$ cat config.mk
export PLATFORM = sky130hd
export DESIGN_NAME = mem_access_unit
export DESIGN_NICKNAME = d
export VERILOG_FILES = /design/src/rtl/mem_access_pkg.sv /design/src/rtl/mem_access_unit_lane_merge.sv /design/src/rtl/mem_access_unit.sv
export SDC_FILE = /design/constraint.sdc
export NUM_CORES = 1
export LEC_CHECK = 0
export BUFFER_PORTS_ARGS = -buffer_cell sky130_fd_sc_hd__clkbuf_2
export CORE_MARGIN = 1.5
export CORE_UTILIZATION = 55
export CTS_CLUSTER_DIAMETER = 80
export DETAILED_ROUTE_END_ITERATION = 6
export PLACE_DENSITY = 0.9
export SYNTH_ARGS = -nofsm -noshare
export SYNTH_HDL_FRONTEND = slang
export SYNTH_HIERARCHICAL = 1
export SYNTH_SLANG_ARGS = --single-unit
$ cat constraint.sdc
create_clock -name clk -period 3.6 [get_ports clk]
set_input_delay 0.36 -clock clk [delete_from_list [all_inputs] [get_ports clk]]
set_output_delay 0.36 -clock clk [all_outputs]
set_load 0.005 [all_outputs]
$ cat src/rtl/mem_access_pkg.sv
// Shared encodings for the data-memory load/store initiator.
package mem_access_pkg;

    localparam int unsigned LANES  = 4;
    localparam int unsigned DATA_W = LANES * 8;

    localparam logic [1:0] SZ_BYTE = 2'b00;
    localparam logic [1:0] SZ_HALF = 2'b01;
    localparam logic [1:0] SZ_WORD = 2'b10;
    localparam logic [1:0] SZ_RSVD = 2'b11;

    typedef enum logic [1:0] {
        IDLE = 2'b00,
        RD   = 2'b01,
        WR   = 2'b10,
        RESP = 2'b11
    } state_t;

    // Lowest byte lane touched by an access; sub-word alignment bits are forced to 0.
    function automatic logic [1:0] lane_of(input logic [1:0] size, input logic [1:0] a);
        case (size)
            SZ_BYTE: lane_of = a;
            SZ_HALF: lane_of = {a[1], 1'b0};
            default: lane_of = 2'b00;
        endcase
    endfunction

endpackage

$ cat src/rtl/mem_access_unit_lane_merge.sv
// Byte-lane store merge and load extract/extend for one 32-bit memory word.
module lane_merge
    import mem_access_pkg::*;
(
    input  logic [DATA_W-1:0] word,
    input  logic [DATA_W-1:0] wdata,
    input  logic [1:0]        size,
    input  logic [1:0]        lane,
    input  logic              uns,
    output logic [DATA_W-1:0] merged,
    output logic [DATA_W-1:0] loaded
);

    logic [DATA_W-1:0] shifted;

    always_comb begin
        merged  = word;
        shifted = word >> {lane, 3'b000};
        loaded  = '0;
        case (size)
            SZ_BYTE: begin
                merged[{lane, 3'b000} +: 8] = wdata[7:0];
                loaded = uns ? {24'h0, shifted[7:0]} : {{24{shifted[7]}}, shifted[7:0]};
            end
            SZ_HALF: begin
                merged[{lane[1], 4'b0000} +: 16] = wdata[15:0];
                loaded = uns ? {16'h0, shifted[15:0]} : {{16{shifted[15]}}, shifted[15:0]};
            end
            SZ_WORD: begin
                merged = wdata;
                loaded = word;
            end
            default: begin
                merged = word;
                loaded = '0;
            end
        endcase
    end

endmodule

$ cat src/rtl/mem_access_unit.sv
// Multi-cycle byte/half/word load-store initiator with read-modify-write for sub-word stores.
// Optional alignment faulting is enabled with MEM_ACCESS_ALIGN_CHECK_EN.
module mem_access_unit
    import mem_access_pkg::*;
#(
    parameter int unsigned ADDR_W = 6
) (
    input  logic              clk,
    input  logic              rst_n,
    input  logic              req,
    input  logic              we,
    input  logic [1:0]        size,
    input  logic              uns,
    input  logic [ADDR_W-1:0] addr,
    input  logic [31:0]       wdata,
    output logic              ready,
    output logic              done,
    output logic [31:0]       rdata,
    output logic              err,
    output logic [ADDR_W-1:0] mem_a,
    output logic              mem_we,
    output logic [31:0]       mem_wd,
    input  logic [31:0]       mem_rd
);

    localparam int unsigned IDX_W = ADDR_W - 2;

    state_t            state, state_nx;
    logic              we_q, uns_q, fault_q;
    logic [1:0]        size_q, lane_q;
    logic [IDX_W-1:0]  idx_q;
    logic [31:0]       wdata_q, buf_q;

    logic              accept_c, fault_c;
    logic [1:0]        lane_c;
    logic [31:0]       lm_word_c, merged_c, loaded_c;

    // Fault classification of the request presented at accept.
    always_comb begin
        accept_c = req && (state == IDLE);
        lane_c   = lane_of(size, addr[1:0]);
`ifdef MEM_ACCESS_ALIGN_CHECK_EN
        fault_c  = (size == SZ_RSVD)
                || ((size == SZ_HALF) && addr[0])
                || ((size == SZ_WORD) && (addr[1:0] != 2'b00));
`else
        fault_c  = (size == SZ_RSVD);
`endif
    end

    // Extract reads the live memory word in RD; merge uses the buffered word in WR.
    assign lm_word_c = (state == RD) ? mem_rd : buf_q;

    lane_merge u_lane_merge (
        .word   (lm_word_c),
        .wdata  (wdata_q),
        .size   (size_q),
        .lane   (lane_q),
        .uns    (uns_q),
        .merged (merged_c),
        .loaded (loaded_c)
    );

    always_ff @(posedge clk) begin
        if (!rst_n) state <= IDLE;
        else        state <= state_nx;
    end

    always_comb begin
        state_nx = state;
        ready    = 1'b0;
        done     = 1'b0;
        err      = 1'b0;
        mem_a    = '0;
        mem_we   = 1'b0;
        mem_wd   = '0;
        case (state)
            IDLE: begin
                ready = 1'b1;
                if (req) state_nx = RD;
            end
            RD: begin
                mem_a    = {idx_q, 2'b00};
                state_nx = (we_q && !fault_q) ? WR : RESP;
            end
            WR: begin
                mem_a    = {idx_q, 2'b00};
                mem_we   = rst_n;
                mem_wd   = merged_c;
                state_nx = RESP;
            end
            RESP: begin
                mem_a    = {idx_q, 2'b00};
                done     = 1'b1;
                err      = fault_q;
                state_nx = IDLE;
            end
            default: state_nx = IDLE;
        endcase
    end

    // Request capture, line buffer and load result.
    always_ff @(posedge clk) begin
        if (!rst_n) begin
            we_q    <= 1'b0;
            uns_q   <= 1'b0;
            fault_q <= 1'b0;
            size_q  <= SZ_BYTE;
            lane_q  <= 2'b00;
            idx_q   <= '0;
            wdata_q <= '0;
            buf_q   <= '0;
            rdata   <= '0;
        end else begin
            if (accept_c) begin
                we_q    <= we;
                uns_q   <= uns;
                fault_q <= fault_c;
                size_q  <= size;
                lane_q  <= lane_c;
                idx_q   <= addr[ADDR_W-1:2];
                wdata_q <= wdata;
            end
            if (state == RD) begin
                buf_q <= mem_rd;
                if (fault_q)    rdata <= '0;
                else if (!we_q) rdata <= loaded_c;
            end
        end
    end

endmodule

==> reports/metrics.yaml <==
fp-row-count: 40
synth-seq-cells: 109
synth_top_area_cell: "dfxtp_1"
ctsLongestPathBuffers: 2
grt_overflow: 0
max_stage_delay_ns: 0.62
synth_ff_type: "dfxtp_1"
utilization_pct: 65.5
diodes: 0
numPortBuffers: 148
cts_tree: "done"
synthTopCellsByArea: "dfxtp_1 32%, mux2_2 10%, nand2_1 6.4%"
critPathLaunch: "state[1]"
avgSynthCellArea_um2: 8.70
synth.distinct_cells: 50
drv_cap: 0
startpoint_type: "flip-flop"
path_common_cell: "mux2_2"
grt_pass1_wl_mm: 30.5
die_w_um: 114
total_power_mw: 4.69
holdPathEnd: "wdata_q[28]"
timing.rr.end: "rdata[16]"
tns_ns: 0
ys_seq_area_share_pct: 31.9
r2r_slack_ns: 0.52
slew-limit-headroom_pct: 36.6
fin_worst_skew_ns: 0.0131
critical_path.max_fanout: 20
r2r_start: "state[1]"
cts_hold_buf: 0
dr.pass1.iters: 6
ys_warn_count: 6
antenna_found_initial: 0
h-tree-depth: 3
end_kind: "output pin"
avgViaCountPerCell: 6.01
area_delta_synth_final_pct: 15.7
dp_hpwl_mm: 13.7
worst_pin_slew_ns: 0.950
leakage_nw: 3.35
post_cts_buffers: 0
ys_async_sr_fraction_pct: 0
ir_drop_uv: 389
outcome: "completed"
clock-sinks: 109
synth_area_mm2: 0.00683
routabilityCongestion: 0.976
cp.buffers_inverters: 3
synth_common_cells: "117 x nand2_1, 109 x dfxtp_1, 67 x and2_1, 63 x mux2_2, 47 x o21ai_0"
drtAntennaViolNets: 0
critPathRequiredTime_ns: 3.24
fmax_mhz: 306
initial_core_util_pct: 56.6
routed-via-count: 6373
final_nets: 974
worstPathCellList: "inv_1 > ha_1 > buf_12 > mux2_2 > mux2_2 > nand2_1 > o221ai_1 > and2_1 > clkbuf_2"
slew_violations: 0
pwr_density_cell_mw_per_mm2: 593
synth-edff-count: 0
wire_per_inst_um: 18.5
cts_root_buf: "clkbuf_16"
drive_above_1_share_pct: 29.6
drcViolationCount: 0
rsz0062_at_grt: "false"
hold_class: "in -> reg"
ios: 151
path_clk_slew_ns: 0.07
clk_latency_ns: 0.36
r2r_cells: 9
drt-total-wl_mm: 19.7
grt_usage_pct: 30.0
die_area_mm2: 0.0131
worst_path_max_delay_cell: "ha_1"
worstSetupPathType: "reg -> out"
period_minus_slack_ns: 3.27
cpLargestDelayFamily: "multiplexers"
syn_inst: 785
synth_top_area_share_pct: 31.9
ctsResizeCount: 0
grt_start_max_net_pins: 66
fin_crit_sh_pct: 90.8
hp-start: "wdata[28]"
setup_viol_count_final: 0
drt_iter0_markers: 643
grt_pass1_vias: 5827
whs_path_depth: 3
hold_viol: 0
arrival_ns: 2.91
fp.dieH_um: 114
cts_buffers: 9
core_region_area_mm2: 0.0121
yosysMostFrequentCell: "nand2_1"
[registers in the layout, summed over array words and instances (netlist names)]
register / cells
buf_q: 32
fault_q: 1
idx_q: 4
lane_q: 2
rdata: 32
size_q: 2
state: 2
uns_q: 1
wdata_q: 32
we_q: 1
[power breakdown]
| group | internal, mW | total [mW] | switching (mW) |
|---|---|---|---|
| combinational | 0.853 | 1.99 | 1.14 |
| clock | 0.713 | 1.15 | 0.437 |
| sequential | 1.39 | 1.55 | 0.155 |
| total | 2.96 | 4.69 | 1.73 |
[per-layer routing]
metal / vias to the layer above / wire length [um] / part of all wire (%) / track usage (%)
met2: 378 / 9050 / 46 / 48.4
li1: 3001 / - / - / -
met4: 0 / 669 / 3.4 / 12.2
met1: 2924 / 8190 / 42 / 39.9
met3: 70 / 1740 / 8.9 / 5.29
met5: - / 0 / 0 / 0
[cell usage in the layout, fill, tap and decap left out, drive strengths merged]
cell / Yosys / routed
and2: 67 / 67
o311a: 1 / 1
mux4: 7 / 7
nor3: 1 / 1
nand2: 117 / 117
nand3: 9 / 9
and4b: 1 / 1
buf: 29 / 18
or4b: 32 / 32
nand3b: 1 / 1
nand2b: 2 / 2
bufinv: 0 / 3
dfxtp: 109 / 109
nor2b: 24 / 24
o21ai: 50 / 50
a21boi: 75 / 75
nor2: 6 / 6
o21a: 1 / 1
clkinv: 1 / 2
a221oi: 8 / 8
ha: 9 / 9
and4bb: 1 / 1
o311ai: 1 / 1
nor4b: 1 / 1
a21o: 16 / 16
inv: 12 / 12
a22oi: 29 / 29
mux2i: 5 / 5
mux2: 63 / 63
a21oi: 21 / 21
nor3b: 11 / 11
conb: 1 / 2
clkbuf: 46 / 159
and4: 1 / 1
a22o: 8 / 8
o221ai: 16 / 16
or2: 2 / 2
and3: 1 / 1
[worst max-delay path by stage]
stage / end / slack, ns / cells after the start
5_1_grt: mem_wd[8] / 0.18 / 9
3_3_place_gp: rdata[10] / 0.70 / 9
4_1_cts: mem_wd[11] / 0.34 / 9
3_5_place_dp: rdata[10] / 0.61 / 9
6_report: mem_wd[19] / 0.33 / 9
2_1_floorplan: mem_wd[11] / 0.97 / 10
[cell type report]
class                           instances  area [um2]
Inverter                               13        48.8
Multi-Input combinational cell        589        4230
Fill cell                            1015        4160
Sequential cell                       109        2180
Timing Repair Buffer                  166         888
Clock inverter                          4        95.1
Tap cell                              168         210
Clock buffer                           11         253
[kinds of logic (layout without fill, tap and decap cells)]
| family | count (synthesis) | after routing | synth area share [%] |
|---|---|---|---|
| compound gates | 226 | 226 | 23.4 |
| fa+ha+maj | 9 | 9 | 1.65 |
| buf+inv | 88 | 194 | 6.26 |
| flops | 109 | 109 | 31.9 |
| mux | 75 | 75 | 13.4 |
| other cells | 1 | 2 | 0.0549 |
| simple gates | 277 | 277 | 23.3 |
[through the flow]
step | setup WS [ns] | cells | instance area [um2] | hold WS [ns]
after floorplan | 0.967 | 786 | 6840 | 0.439
after global placement | 0.705 | 1045 | 7560 | 0.445
after detailed placement | 0.614 | 1045 | 7560 | 0.456
after CTS | 0.341 | 1060 | 7910 | 0.237
after global routing | 0.181 | 1060 | 7910 | 0.248
final | 0.330 | 1060 | 7910 | 0.237
[tightest hold or removal path, delay by kind of cell]
| family | cells | cell delay [ns] |
|---|---|---|
| buffers and inverters | 1 | 0.08 |
| AOI/OAI and AO/OA | 1 | 0.06 |
| and+or+nand+nor | 1 | 0.04 |
(Power assumes the default switching activity.)
